**config.mk**
```make
export PLATFORM = sky130hd
export DESIGN_NAME = mr_if_flat
export DESIGN_NICKNAME = d
export VERILOG_FILES = /design/src/rtl/mr_if_if.sv /design/src/rtl/mr_if.sv /design/src/flat_wrapper.sv
export SDC_FILE = /design/constraint.sdc
export NUM_CORES = 1
export LEC_CHECK = 0
export BUFFER_PORTS_ARGS = -buffer_cell sky130_fd_sc_hd__buf_2
export CAP_MARGIN = 0
export CORE_ASPECT_RATIO = 1.2
export CORE_MARGIN = 4
export CORE_UTILIZATION = 58
export DETAILED_ROUTE_END_ITERATION = 6
export PLACE_DENSITY = 0.79
export SLEW_MARGIN = 20
export SYNTH_ARGS = -nofsm -noshare
export SYNTH_HDL_FRONTEND = slang
export SYNTH_SLANG_ARGS = --single-unit
```
**constraint.sdc**
```tcl
create_clock -name clk -period 4.2 [get_ports clk]
set_input_delay 0.84 -clock clk [delete_from_list [all_inputs] [get_ports clk]]
set_output_delay 0.84 -clock clk [all_outputs]
set_load 0.01 [all_outputs]
```
**src/rtl/mr_if_if.sv**
```systemverilog
// Fetch-stage signal bundle: instruction memory port, decode handoff and writeback redirect.
// master = fetch stage, slave = memory/decode/writeback side.
interface mr_if_if #(
   parameter int XLEN = 32
);
   logic            mem_req_valid;
   logic            mem_req_ready;
   logic [XLEN-1:0] mem_req_addr;
   logic            mem_rsp_valid;
   logic [31:0]     mem_rsp_data;
   logic [31:0]     inst;
   logic [XLEN-1:0] inst_pc;
   logic            inst_valid;
   logic            inst_ready;
   logic            redirect_valid;
   logic [XLEN-1:0] redirect_pc;
   logic            fetch_fault;

   modport master (
      output mem_req_valid, mem_req_addr, inst, inst_pc, inst_valid, fetch_fault,
      input  mem_req_ready, mem_rsp_valid, mem_rsp_data, inst_ready, redirect_valid, redirect_pc
   );

   modport slave (
      input  mem_req_valid, mem_req_addr, inst, inst_pc, inst_valid, fetch_fault,
      output mem_req_ready, mem_rsp_valid, mem_rsp_data, inst_ready, redirect_valid, redirect_pc
   );
endinterface

```
**src/rtl/mr_if.sv**
```systemverilog
// Instruction fetch: credit-limited word fetches into an in-order PC-tagged prefetch FIFO; rsp->inst_valid 1 cycle,
// decode stalls hold the FIFO and throttle issue. Misaligned-redirect trap enabled by MR_IF_MISALIGN_TRAP_EN.
module mr_if #(
   parameter int              XLEN         = 32,
   parameter logic [XLEN-1:0] RESET_PC     = '0,
   parameter int              FIFO_DEPTH   = 4,
   parameter int              MAX_INFLIGHT = 2
) (
   input  logic    clk,
   input  logic    rst,
   mr_if_if.master fe
);
   localparam int PTR_W = (FIFO_DEPTH > 1) ? $clog2(FIFO_DEPTH) : 1;
   localparam int CNT_W = PTR_W + 1;
   localparam int IF_W  = $clog2(MAX_INFLIGHT + 2);

   typedef enum logic [1:0] {ST_FETCH, ST_DRAIN, ST_FAULT} state_e;

   state_e           state_q, state_d;
   logic [XLEN-1:0]  fetch_pc_q, fetch_pc_d;
   logic [XLEN-1:0]  rsp_pc_q, rsp_pc_d;
   logic [XLEN-1:0]  req_addr_q, req_addr_d;
   logic             req_vld_q, req_vld_d;
   logic             fault_q, fault_d;
   logic [IF_W-1:0]  outst_q, outst_d;
   logic [IF_W-1:0]  discard_q, discard_d;
   logic [PTR_W-1:0] rd_ptr_q, rd_ptr_d;
   logic [PTR_W-1:0] wr_ptr_q, wr_ptr_d;
   logic [CNT_W-1:0] count_q, count_d;
   logic [31:0]      data_mem [FIFO_DEPTH];
   logic [XLEN-1:0]  pc_mem   [FIFO_DEPTH];

   logic            acc, held, rsp_ok, push, pop, redir, misalign, inst_vld;
   logic [XLEN-1:0] redir_pc;

   assign inst_vld = (count_q != '0) && (state_q != ST_FAULT);
   assign acc      = req_vld_q & fe.mem_req_ready;
   assign held     = req_vld_q & ~fe.mem_req_ready;
   // A response with nothing outstanding can only belong to a request issued before reset.
   assign rsp_ok   = fe.mem_rsp_valid && (outst_q != '0) && (state_q != ST_FAULT);
   assign pop      = inst_vld & fe.inst_ready;
   assign redir    = fe.redirect_valid && (state_q != ST_FAULT);
   assign redir_pc = fe.redirect_pc & ~XLEN'(3);
`ifdef MR_IF_MISALIGN_TRAP_EN
   assign misalign = (fe.redirect_pc[1:0] != 2'b00);
`else
   assign misalign = 1'b0;
`endif
   assign push     = rsp_ok && (discard_q == '0) && !redir;

   always_comb begin
      state_d    = state_q;
      fetch_pc_d = fetch_pc_q;
      rsp_pc_d   = rsp_pc_q;
      req_addr_d = req_addr_q;
      req_vld_d  = held;
      fault_d    = fault_q;
      outst_d    = outst_q;
      discard_d  = discard_q;
      rd_ptr_d   = rd_ptr_q;
      wr_ptr_d   = wr_ptr_q;

      if (acc && !rsp_ok) outst_d = outst_q + IF_W'(1);
      else if (!acc && rsp_ok) outst_d = outst_q - IF_W'(1);
      if (rsp_ok && (discard_q != '0)) discard_d = discard_q - IF_W'(1);
      if (push) begin
         wr_ptr_d = wr_ptr_q + PTR_W'(1);
         rsp_pc_d = rsp_pc_q + XLEN'(4);
      end
      if (pop) rd_ptr_d = rd_ptr_q + PTR_W'(1);
      count_d = count_q + CNT_W'(push) - CNT_W'(pop);

      if ((state_q == ST_DRAIN) && (discard_d == '0)) state_d = ST_FETCH;

      if (redir) begin
         rd_ptr_d = '0;
         wr_ptr_d = '0;
         count_d  = '0;
         if (misalign) begin
            state_d   = ST_FAULT;
            fault_d   = 1'b1;
            req_vld_d = 1'b0;
         end else begin
            fetch_pc_d = redir_pc;
            rsp_pc_d   = redir_pc;
            // Everything still owed by memory, including a held request, is now stale.
            discard_d  = outst_d + IF_W'(held);
            state_d    = (discard_d != '0) ? ST_DRAIN : ST_FETCH;
         end
      end else if ((state_q == ST_FETCH) && !held &&
                   (32'(outst_d) + 32'(count_d) < 32'(FIFO_DEPTH)) &&
                   (32'(outst_d) < 32'(MAX_INFLIGHT))) begin
         req_vld_d  = 1'b1;
         req_addr_d = fetch_pc_q;
         fetch_pc_d = fetch_pc_q + XLEN'(4);
      end
   end

   always_ff @(posedge clk) begin
      if (rst) begin
         state_q    <= ST_FETCH;
         fetch_pc_q <= RESET_PC;
         rsp_pc_q   <= RESET_PC;
         req_addr_q <= RESET_PC;
         req_vld_q  <= 1'b0;
         fault_q    <= 1'b0;
         outst_q    <= '0;
         discard_q  <= '0;
         rd_ptr_q   <= '0;
         wr_ptr_q   <= '0;
         count_q    <= '0;
      end else begin
         state_q    <= state_d;
         fetch_pc_q <= fetch_pc_d;
         rsp_pc_q   <= rsp_pc_d;
         req_addr_q <= req_addr_d;
         req_vld_q  <= req_vld_d;
         fault_q    <= fault_d;
         outst_q    <= outst_d;
         discard_q  <= discard_d;
         rd_ptr_q   <= rd_ptr_d;
         wr_ptr_q   <= wr_ptr_d;
         count_q    <= count_d;
      end
   end

   always_ff @(posedge clk) begin
      if (push) begin
         data_mem[wr_ptr_q] <= fe.mem_rsp_data;
         pc_mem[wr_ptr_q]   <= rsp_pc_q;
      end
   end

   assign fe.mem_req_valid = req_vld_q;
   assign fe.mem_req_addr  = req_vld_q ? req_addr_q : fetch_pc_q;
   assign fe.inst          = data_mem[rd_ptr_q];
   assign fe.inst_pc       = pc_mem[rd_ptr_q];
   assign fe.inst_valid    = inst_vld;
   assign fe.fetch_fault   = fault_q;
endmodule

```
**src/flat_wrapper.sv**
```systemverilog
// flat-port wrapper written by rule: the top's interface ports become plain ports
module mr_if_flat 
#(
   parameter int              XLEN         = 32,
   parameter logic [XLEN-1:0] RESET_PC     = '0,
   parameter int              FIFO_DEPTH   = 4,
   parameter int              MAX_INFLIGHT = 2
)
  (clk, rst, fe_mem_req_valid, fe_mem_req_addr, fe_inst, fe_inst_pc, fe_inst_valid, fe_fetch_fault, fe_mem_req_ready, fe_mem_rsp_valid, fe_mem_rsp_data, fe_inst_ready, fe_redirect_valid, fe_redirect_pc);
  mr_if_if #(.XLEN(XLEN)) fe_i ();
  input  logic clk;
  input  logic rst;
  output wire logic [$bits(fe_i.mem_req_valid)-1:0] fe_mem_req_valid;
  output wire logic [$bits(fe_i.mem_req_addr)-1:0] fe_mem_req_addr;
  output wire logic [$bits(fe_i.inst)-1:0] fe_inst;
  output wire logic [$bits(fe_i.inst_pc)-1:0] fe_inst_pc;
  output wire logic [$bits(fe_i.inst_valid)-1:0] fe_inst_valid;
  output wire logic [$bits(fe_i.fetch_fault)-1:0] fe_fetch_fault;
  input wire logic [$bits(fe_i.mem_req_ready)-1:0] fe_mem_req_ready;
  input wire logic [$bits(fe_i.mem_rsp_valid)-1:0] fe_mem_rsp_valid;
  input wire logic [$bits(fe_i.mem_rsp_data)-1:0] fe_mem_rsp_data;
  input wire logic [$bits(fe_i.inst_ready)-1:0] fe_inst_ready;
  input wire logic [$bits(fe_i.redirect_valid)-1:0] fe_redirect_valid;
  input wire logic [$bits(fe_i.redirect_pc)-1:0] fe_redirect_pc;
  assign fe_mem_req_valid = fe_i.mem_req_valid;
  assign fe_mem_req_addr = fe_i.mem_req_addr;
  assign fe_inst = fe_i.inst;
  assign fe_inst_pc = fe_i.inst_pc;
  assign fe_inst_valid = fe_i.inst_valid;
  assign fe_fetch_fault = fe_i.fetch_fault;
  assign fe_i.mem_req_ready = fe_mem_req_ready;
  assign fe_i.mem_rsp_valid = fe_mem_rsp_valid;
  assign fe_i.mem_rsp_data = fe_mem_rsp_data;
  assign fe_i.inst_ready = fe_inst_ready;
  assign fe_i.redirect_valid = fe_redirect_valid;
  assign fe_i.redirect_pc = fe_redirect_pc;
  mr_if #(.XLEN(XLEN), .RESET_PC(RESET_PC), .FIFO_DEPTH(FIFO_DEPTH), .MAX_INFLIGHT(MAX_INFLIGHT)) u_core (.clk(clk), .rst(rst), .fe(fe_i));
endmodule
```
Yosys cells after proc, flatten, opt, wreduce, memory -nomap -nowiden
Memories as Yosys holds them, arrays and structs flattened. A register that Yosys moved wholly into a read port is not among the register bits.
Index checks and enable logic that the tools add are counted.
{ "totals": {"reg_bits": 110, "ram_bits": 256, "input_bits": 70, "output_inout_bits": 99, "mem_count": 2} }
{ "op_classes": {"n_addsub": 11, "magnitude_cmp": 2, "n_eq_ne": 2, "n_mux": 20, "n_bitwise": 5, "n_reduce_logical": 29} }
{ "mem_list": {"columns": ["memory", "words", "width", "rd", "rd_clocked_by_memory_dff", "wr", "line", "rtl"], "rows": [
  ["u_core.data_mem", 4, 32, 1, 1, 1, "mr_if.sv:30", "logic [31:0] data_mem [FIFO_DEPTH];"],
  ["u_core.pc_mem", 4, 32, 1, 1, 1, "mr_if.sv:31", "logic [XLEN-1:0] pc_mem [FIFO_DEPTH];"]
]} }
{ "op_table": {"columns": ["operator", "count"], "rows": [
  ["2-to-1 mux 32 bit", 5],
  ["adder 32 x 3 -> 32 bit, second input constant", 2],
  ["less-than comparator 32 x 3 -> 1 bit, second input constant", 1],
  ["2-to-1 mux 2 bit", 10],
  ["logical AND 1 bit", 13],
  ["nonzero test 2 bit", 6],
  ["adder 2 x 1 -> 2 bit, second input constant", 3],
  ["logical NOT 2 bit", 3],
  ["2-to-1 mux 1 bit", 5],
  ["adder 2 x 3 -> 4 bit", 1],
  ["logical NOT 1 bit", 4],
  ["subtractor 2 x 1 -> 2 bit, second input constant", 2],
  ["adder 3 x 1 -> 3 bit", 1],
  ["bitwise AND 1 bit", 3],
  ["nonzero test 3 bit", 1],
  ["subtractor 3 x 1 -> 3 bit", 1],
  ["adder 2 x 1 -> 2 bit", 1],
  ["equality test 2 x 1 -> 1 bit, second input constant", 1],
  ["less-than comparator 2 bit, second input constant", 1],
  ["!= test 2 bit, second input constant", 1],
  ["inverter 1 bit", 2],
  ["AND reduction 2 bit", 1],
  ["OR reduction 2 bit", 1]
]} }

Logic depth before layout (Yosys ltp)
{ "logic_depth": {"ltp_word": 13, "depth_mapped": 14, "depth_no_buf": 11} }

Least setup slack after synthesis
OpenSTA, ideal clock, no wires.
{ "synth_path": {"path_type": "input to register", "from": "input fe_redirect_valid", "to": "register u_core.fetch_pc_q[12]", "arrival_time_ns": 3.468, "slack_ns": 0.595, "stages": 12, "path_buffers": 4, "path_cell_list": "clkbuf_1 clkbuf_1 nor2_1 ha_1 fa_1 ha_1 nor4_4 o21ai_2 buf_6 buf_2 o41ai_1 a31oi_1"} }
{ "synth_between": {"elab_chain_len": 10} }
{ "synth_lines": {"columns": ["element", "line", "rtl"], "rows": [
  ["start: declaration", "flat_wrapper.sv:23", "input wire logic [$bits(fe_i.redirect_valid)-1:0] fe_redirect_valid;"],
  ["logical AND 1 bit (*)", "mr_if.sv:42", "assign redir = fe.redirect_valid && (state_q != ST_FAULT);"],
  ["logical NOT 1 bit", "mr_if.sv:49", "assign push = rsp_ok && (discard_q == '0) && !redir;"],
  ["logical AND 1 bit", "mr_if.sv:49", null],
  ["adder 3 x 1 -> 3 bit", "mr_if.sv:71", "count_d = count_q + CNT_W'(push) - CNT_W'(pop);"],
  ["subtractor 3 x 1 -> 3 bit", "mr_if.sv:71", null],
  ["adder 2 x 3 -> 4 bit", "mr_if.sv:91", "(32'(outst_d) + 32'(count_d) < 32'(FIFO_DEPTH)) &&"],
  ["less-than comparator 32 x 3 -> 1 bit", "mr_if.sv:91", null],
  ["logical AND 1 bit", "mr_if.sv:90", "end else if ((state_q == ST_FETCH) && !held &&"],
  ["logical AND 1 bit", "mr_if.sv:91", null],
  ["nonzero test 2 bit (no source line)", null, null],
  ["end signal: assignment", "mr_if.sv:114", "fetch_pc_q <= fetch_pc_d;"],
  ["end: declaration", "mr_if.sv:20", "logic [XLEN-1:0] fetch_pc_q, fetch_pc_d;"]
]} }
Every way passes the cells marked *; elsewhere a longest branch is shown, timed or not.
A chain may end at the register's enable or synchronous reset.

Final worst setup path
{ "layout_path": {"from": "register u_core.count_q[1]", "to": "register u_core.fetch_pc_q[30]"} }
{ "layout_between": {"elab_chain_len": 9} }
{ "layout_lines": {"columns": ["element", "line", "rtl"], "rows": [
  ["start: declaration", "mr_if.sv:29", "logic [CNT_W-1:0] count_q, count_d;"],
  ["start signal: assignment", "mr_if.sv:123", "count_q <= count_d;"],
  ["nonzero test 3 bit", "mr_if.sv:36", "assign inst_vld = (count_q != '0) && (state_q != ST_FAULT);"],
  ["logical AND 1 bit", "mr_if.sv:36", null],
  ["bitwise AND 1 bit", "mr_if.sv:41", "assign pop = inst_vld & fe.inst_ready;"],
  ["via u_core.pop", "mr_if.sv:33", "logic acc, held, rsp_ok, push, pop, redir, misalign, inst_vld;"],
  ["subtractor 3 x 1 -> 3 bit", "mr_if.sv:71", null],
  ["adder 2 x 3 -> 4 bit", "mr_if.sv:91", null],
  ["less-than comparator 32 x 3 -> 1 bit", "mr_if.sv:91", null],
  ["logical AND 1 bit", "mr_if.sv:90", null],
  ["logical AND 1 bit", "mr_if.sv:91", null],
  ["nonzero test 2 bit (no source line)", null, null]
]} }
The timed path passes the listed nets, and every way through them passes these cells.

==> run summary <==
====================================================================================================
Dominant cells by area after synthesis                                                  sky130_fd_sc_hd__edfxtp_1 (50%), sky130_fd_sc_hd__dfxtp_1 (14%), sky130_fd_sc_hd__mux4_2 (9.3%)
Final critical delay including setup and external delays                                     3.72 ns
Post-cts gate resize count                                                                         0
Boundary pin count                                                                               169
Clock share of power                                                                           35.9%
Final #Nets                                                                                     1260
Tightest slew margin relative to the limit                                                     41.7%
Starting density of the core                                                                   58.7%
Overflow left after global routing                                                                 0
Number of instances in the placed design                                                        1470
Clock tree from TritonCTS                                                                       done
Number of fillers in the final layout                                                           1810
Violation count after the first detailed-route iteration                                         566
Clock H-tree levels                                                                                2
Count of TritonRoute iterations in the first routing pass                                          5
Power per Cell Area                                                                       480 mW/mm2
Non-filler cells, final                                                                         1531
Maximum number of pins on one net before global-route repair                                     108
Die Span X                                                                                    155 um
Synthesized instance count                                                                      1018
Area grow syn2layout                                                                           15.0%
Clk Tree Root Cell                                                                      sky130_fd_sc_hd__clkbuf_16
Worst-case clock buffer depth                                                                      3
Most common cell after layout, fill and taps aside                                      sky130_fd_sc_hd__edfxtp_1
Flip-flop and latch count after synthesis                                                        353
Antenna diodes                                                                                     0
Number of hold-slack violations in the final timing report                                         0
Initial antenna violation count                                                                    0
Total Routing Usage GR                                                                         21.4%
Ratio of final minimum period to clock period                                                  88.6%
Required time of the critical path                                                           4.60 ns
CP Class                                                                                register to register
Critical Path Sink Type                                                                     register
Row Count                                                                                         64
Average detailed-routed wire length per instance                                             19.9 um
Via count of the first global-routing pass                                                      8901
Remaining design rule violation count                                                              0
Yosys warning count                                                                                0
Proportion of netlist area held by the largest area contributor                                49.8%
MaxCap Viol Count                                                                                  0
Top library cells by usage in the layout, fill and taps aside                           sky130_fd_sc_hd__edfxtp_1 (248), sky130_fd_sc_hd__buf_2 (161), sky130_fd_sc_hd__dfxtp_1 (103), sky130_fd_sc_hd__mux4_2 (62), sky130_fd_sc_hd__nand2b_1 (61)
Leakage power total                                                                          6.10 nW
Mean cell area of the mapped netlist                                                        14.7 um2
Slew @ Worst Pin                                                                            0.874 ns
Run status                                                                                 completed
Via count                                                                                       8983
Worst ir drop on vdd                                                                      0.000302 V
Die extent in y                                                                               184 um
RSZ-0062 raised after global routing                                                              no
Number of setup buffers added after CTS                                                            0
Part of the power in registers                                                                 48.9%
Most area-hungry cell type in the Yosys netlist                                         sky130_fd_sc_hd__edfxtp_1
Internal power of the cells                                                                  6.18 mW
Crit path max fanout                                                                              20
Number of buffers inserted during clock tree synthesis                                            35
RD Place Congestion                                                                            0.801
Area of the placeable core                                                                0.0255 mm2
Net Sw Power                                                                                 2.07 mW
Wire length of the first global-routing pass                                                48400 um
Pins over their slew limit                                                                         0
Arrival time at the worst endpoint                                                           4.13 ns
Post-synth EDFFs                                                                                 248
Number of routed nets with antenna violations                                                      0
Setup Total Neg Slack                                                                           0 ns
Via/cell ratio                                                                                  5.87
Sequential-to-total area share from yosys stat                                                 63.9%
Count of input and output buffers                                                                161
Wirelength, routed                                                                          30500 um
Area of the mapped netlist                                                                0.0149 mm2
Clock tree sinks                                                                                 353
Switching part of the total power                                                              25.1%
Final setup skew                                                                           0.0182 ns
Die area                                                                                  0.0284 mm2
Clock-pin slew reported for the worst setup and hold paths after clock tree synthesis        0.06 ns
Number of endpoints failing setup at the final stage                                               0
Half-perimeter wire length after placement                                                  19800 um
Share of post-route cells with drive strength above 1                                          28.0%
CP startpoint kind                                                                          register
Worst min path class                                                                    register to register
Async set-or-reset flop fraction in the synthesized netlist                                       0%
Worst skew pair latency                                                                      0.50 ns
Total of hold buffers inserted after clock tree synthesis                                          0
Peak clock frequency supported by timing                                                     269 MHz
Proportion of power drawn by combinational gates                                               15.3%
Leading register cell type out of synthesis                                             sky130_fd_sc_hd__edfxtp_1
Distinct cell type count after synthesis                                                          67
====================================================================================================
-- synthesized netlist by cell type, types with 2 or more instances --
cell type                  number
sky130_fd_sc_hd__xnor2_1        5
sky130_fd_sc_hd__a221o_1        2
sky130_fd_sc_hd__and4_1         7
sky130_fd_sc_hd__o21bai_1       7
sky130_fd_sc_hd__nand2b_1      61
sky130_fd_sc_hd__or2_2          2
sky130_fd_sc_hd__mux2_2        28
sky130_fd_sc_hd__mux4_2        62
sky130_fd_sc_hd__nor2_1        37
sky130_fd_sc_hd__nor4_1        12
sky130_fd_sc_hd__nand2_1       33
sky130_fd_sc_hd__nor3b_1        5
sky130_fd_sc_hd__nand4b_1       4
sky130_fd_sc_hd__o31a_1         9
sky130_fd_sc_hd__a21boi_0      22
sky130_fd_sc_hd__or2_1          2
sky130_fd_sc_hd__or4_1          2
sky130_fd_sc_hd__nor2b_1        4
sky130_fd_sc_hd__nor3_1        18
sky130_fd_sc_hd__o31ai_1       11
sky130_fd_sc_hd__a211oi_1      15
sky130_fd_sc_hd__xor2_1        28
sky130_fd_sc_hd__buf_2          9
sky130_fd_sc_hd__inv_1         39
sky130_fd_sc_hd__and3_1        14
sky130_fd_sc_hd__nand4_1       18
sky130_fd_sc_hd__a311oi_1       2
sky130_fd_sc_hd__mux2i_1       34
sky130_fd_sc_hd__buf_4          8
sky130_fd_sc_hd__nand3_1       24
sky130_fd_sc_hd__ha_1          12
sky130_fd_sc_hd__edfxtp_1     248
sky130_fd_sc_hd__o21a_1         4
sky130_fd_sc_hd__buf_1          6
sky130_fd_sc_hd__and2_1         8
sky130_fd_sc_hd__a211o_1        2
sky130_fd_sc_hd__o211a_1        2
sky130_fd_sc_hd__dfxtp_1      105
sky130_fd_sc_hd__clkbuf_1      41
sky130_fd_sc_hd__a31oi_1        7
sky130_fd_sc_hd__a21oi_1       30
sky130_fd_sc_hd__o21ai_0        4
-- registers in the layout, indices dropped and copies added, names as in the netlist, named ones only --
name / cells
u_core.wr_ptr_q: 2
u_core.count_q: 3
u_core.data_mem: 128
u_core.outst_q: 2
u_core.rd_ptr_q: 2
u_core.fetch_pc_q: 30
u_core.fe.mem_req_valid: 1
u_core.rsp_pc_q: 30
u_core.pc_mem: 120
u_core.discard_q: 2
u_core.state_q: 1
u_core.req_addr_q: 30
-- final timing paths --
check,slack [ns],to,start,cells after the start
worst max-delay path,0.48,u_core.fetch_pc_q[30],u_core.count_q[1],12
worst min-delay path,0.47,u_core.req_addr_q[21],u_core.req_addr_q[21],2
worst max register to register,0.48,u_core.fetch_pc_q[30],u_core.count_q[1],12
worst min register to register,0.47,u_core.req_addr_q[21],u_core.req_addr_q[21],2
-- metrics by stage --
stage	hold slack, ns	utilization [%]	instance area, um2	power, mW	setup WS (ns)
after global routing	0.490	67.5	17200	8.63	0.290
final	0.471	67.5	17200	8.25	0.477
after floorplan	0.445	-	15000	4.99	0.595
after CTS	0.475	67.5	17200	8.32	0.496
after detailed placement	0.465	63.2	16100	5.36	0.229
after global placement	0.454	63.2	16100	5.33	0.388
-- worst max-delay path, cell delays in order, from the launching register on --
cell and delay, ns:
sky130_fd_sc_hd__dfxtp_1 0.32, sky130_fd_sc_hd__or3_1 0.38, sky130_fd_sc_hd__and2_1 0.21, sky130_fd_sc_hd__ha_1 0.28, sky130_fd_sc_hd__inv_1 0.04, sky130_fd_sc_hd__ha_1 0.20, sky130_fd_sc_hd__fa_1 0.46, sky130_fd_sc_hd__ha_1 0.23
sky130_fd_sc_hd__nor4_4 0.36, sky130_fd_sc_hd__o21ai_2 0.32, sky130_fd_sc_hd__buf_4 0.31, sky130_fd_sc_hd__or2_1 0.29, sky130_fd_sc_hd__a211oi_1 0.24
-- power groups by stage --
stage	Sequential, mW	Clock (mW)	Combinational, mW
2_1_floorplan	4.06	0	0.933
3_3_place_gp	4.09	0	1.24
3_5_place_dp	4.10	0	1.26
4_1_cts	4.03	3.02	1.27
5_1_grt	4.05	3.20	1.37
6_report	4.03	2.96	1.26
-- area by class of cell --
type / instances / area [um2] / area share (%)
Clock inverter: 11 / 103 / 0.597
Tap cell: 330 / 413 / 2.40
Inverter: 39 / 146 / 0.852
Clock buffer: 50 / 985 / 5.73
Sequential cell: 353 / 9550 / 55.6
Timing Repair Buffer: 183 / 996 / 5.80
Multi-Input combinational cell: 565 / 4980 / 29.0
-- layer usage --
layer / global-route usage (%) / share of wire (%) / wire (um) / up-vias
li1: - / - / - / 4183
met3: 3.56 / 6.1 / 1860 / 46
met1: 29.5 / 42 / 12800 / 4447
met5: 0 / 0 / 0 / -
met2: 36.2 / 50 / 15200 / 307
met4: 5.34 / 2.0 / 603 / 0
-- cell families after synthesis --
logic type,after synthesis,synth area share (%)
xor+xnor,35,2.24
compound gates,129,6.21
other cells,1,0.0251
mux,124,13.7
flops,353,63.9
fa+ha+maj,13,1.14
simple gates,259,9.79
buf+inv,104,2.94
(Power assumes the default switching activity.)
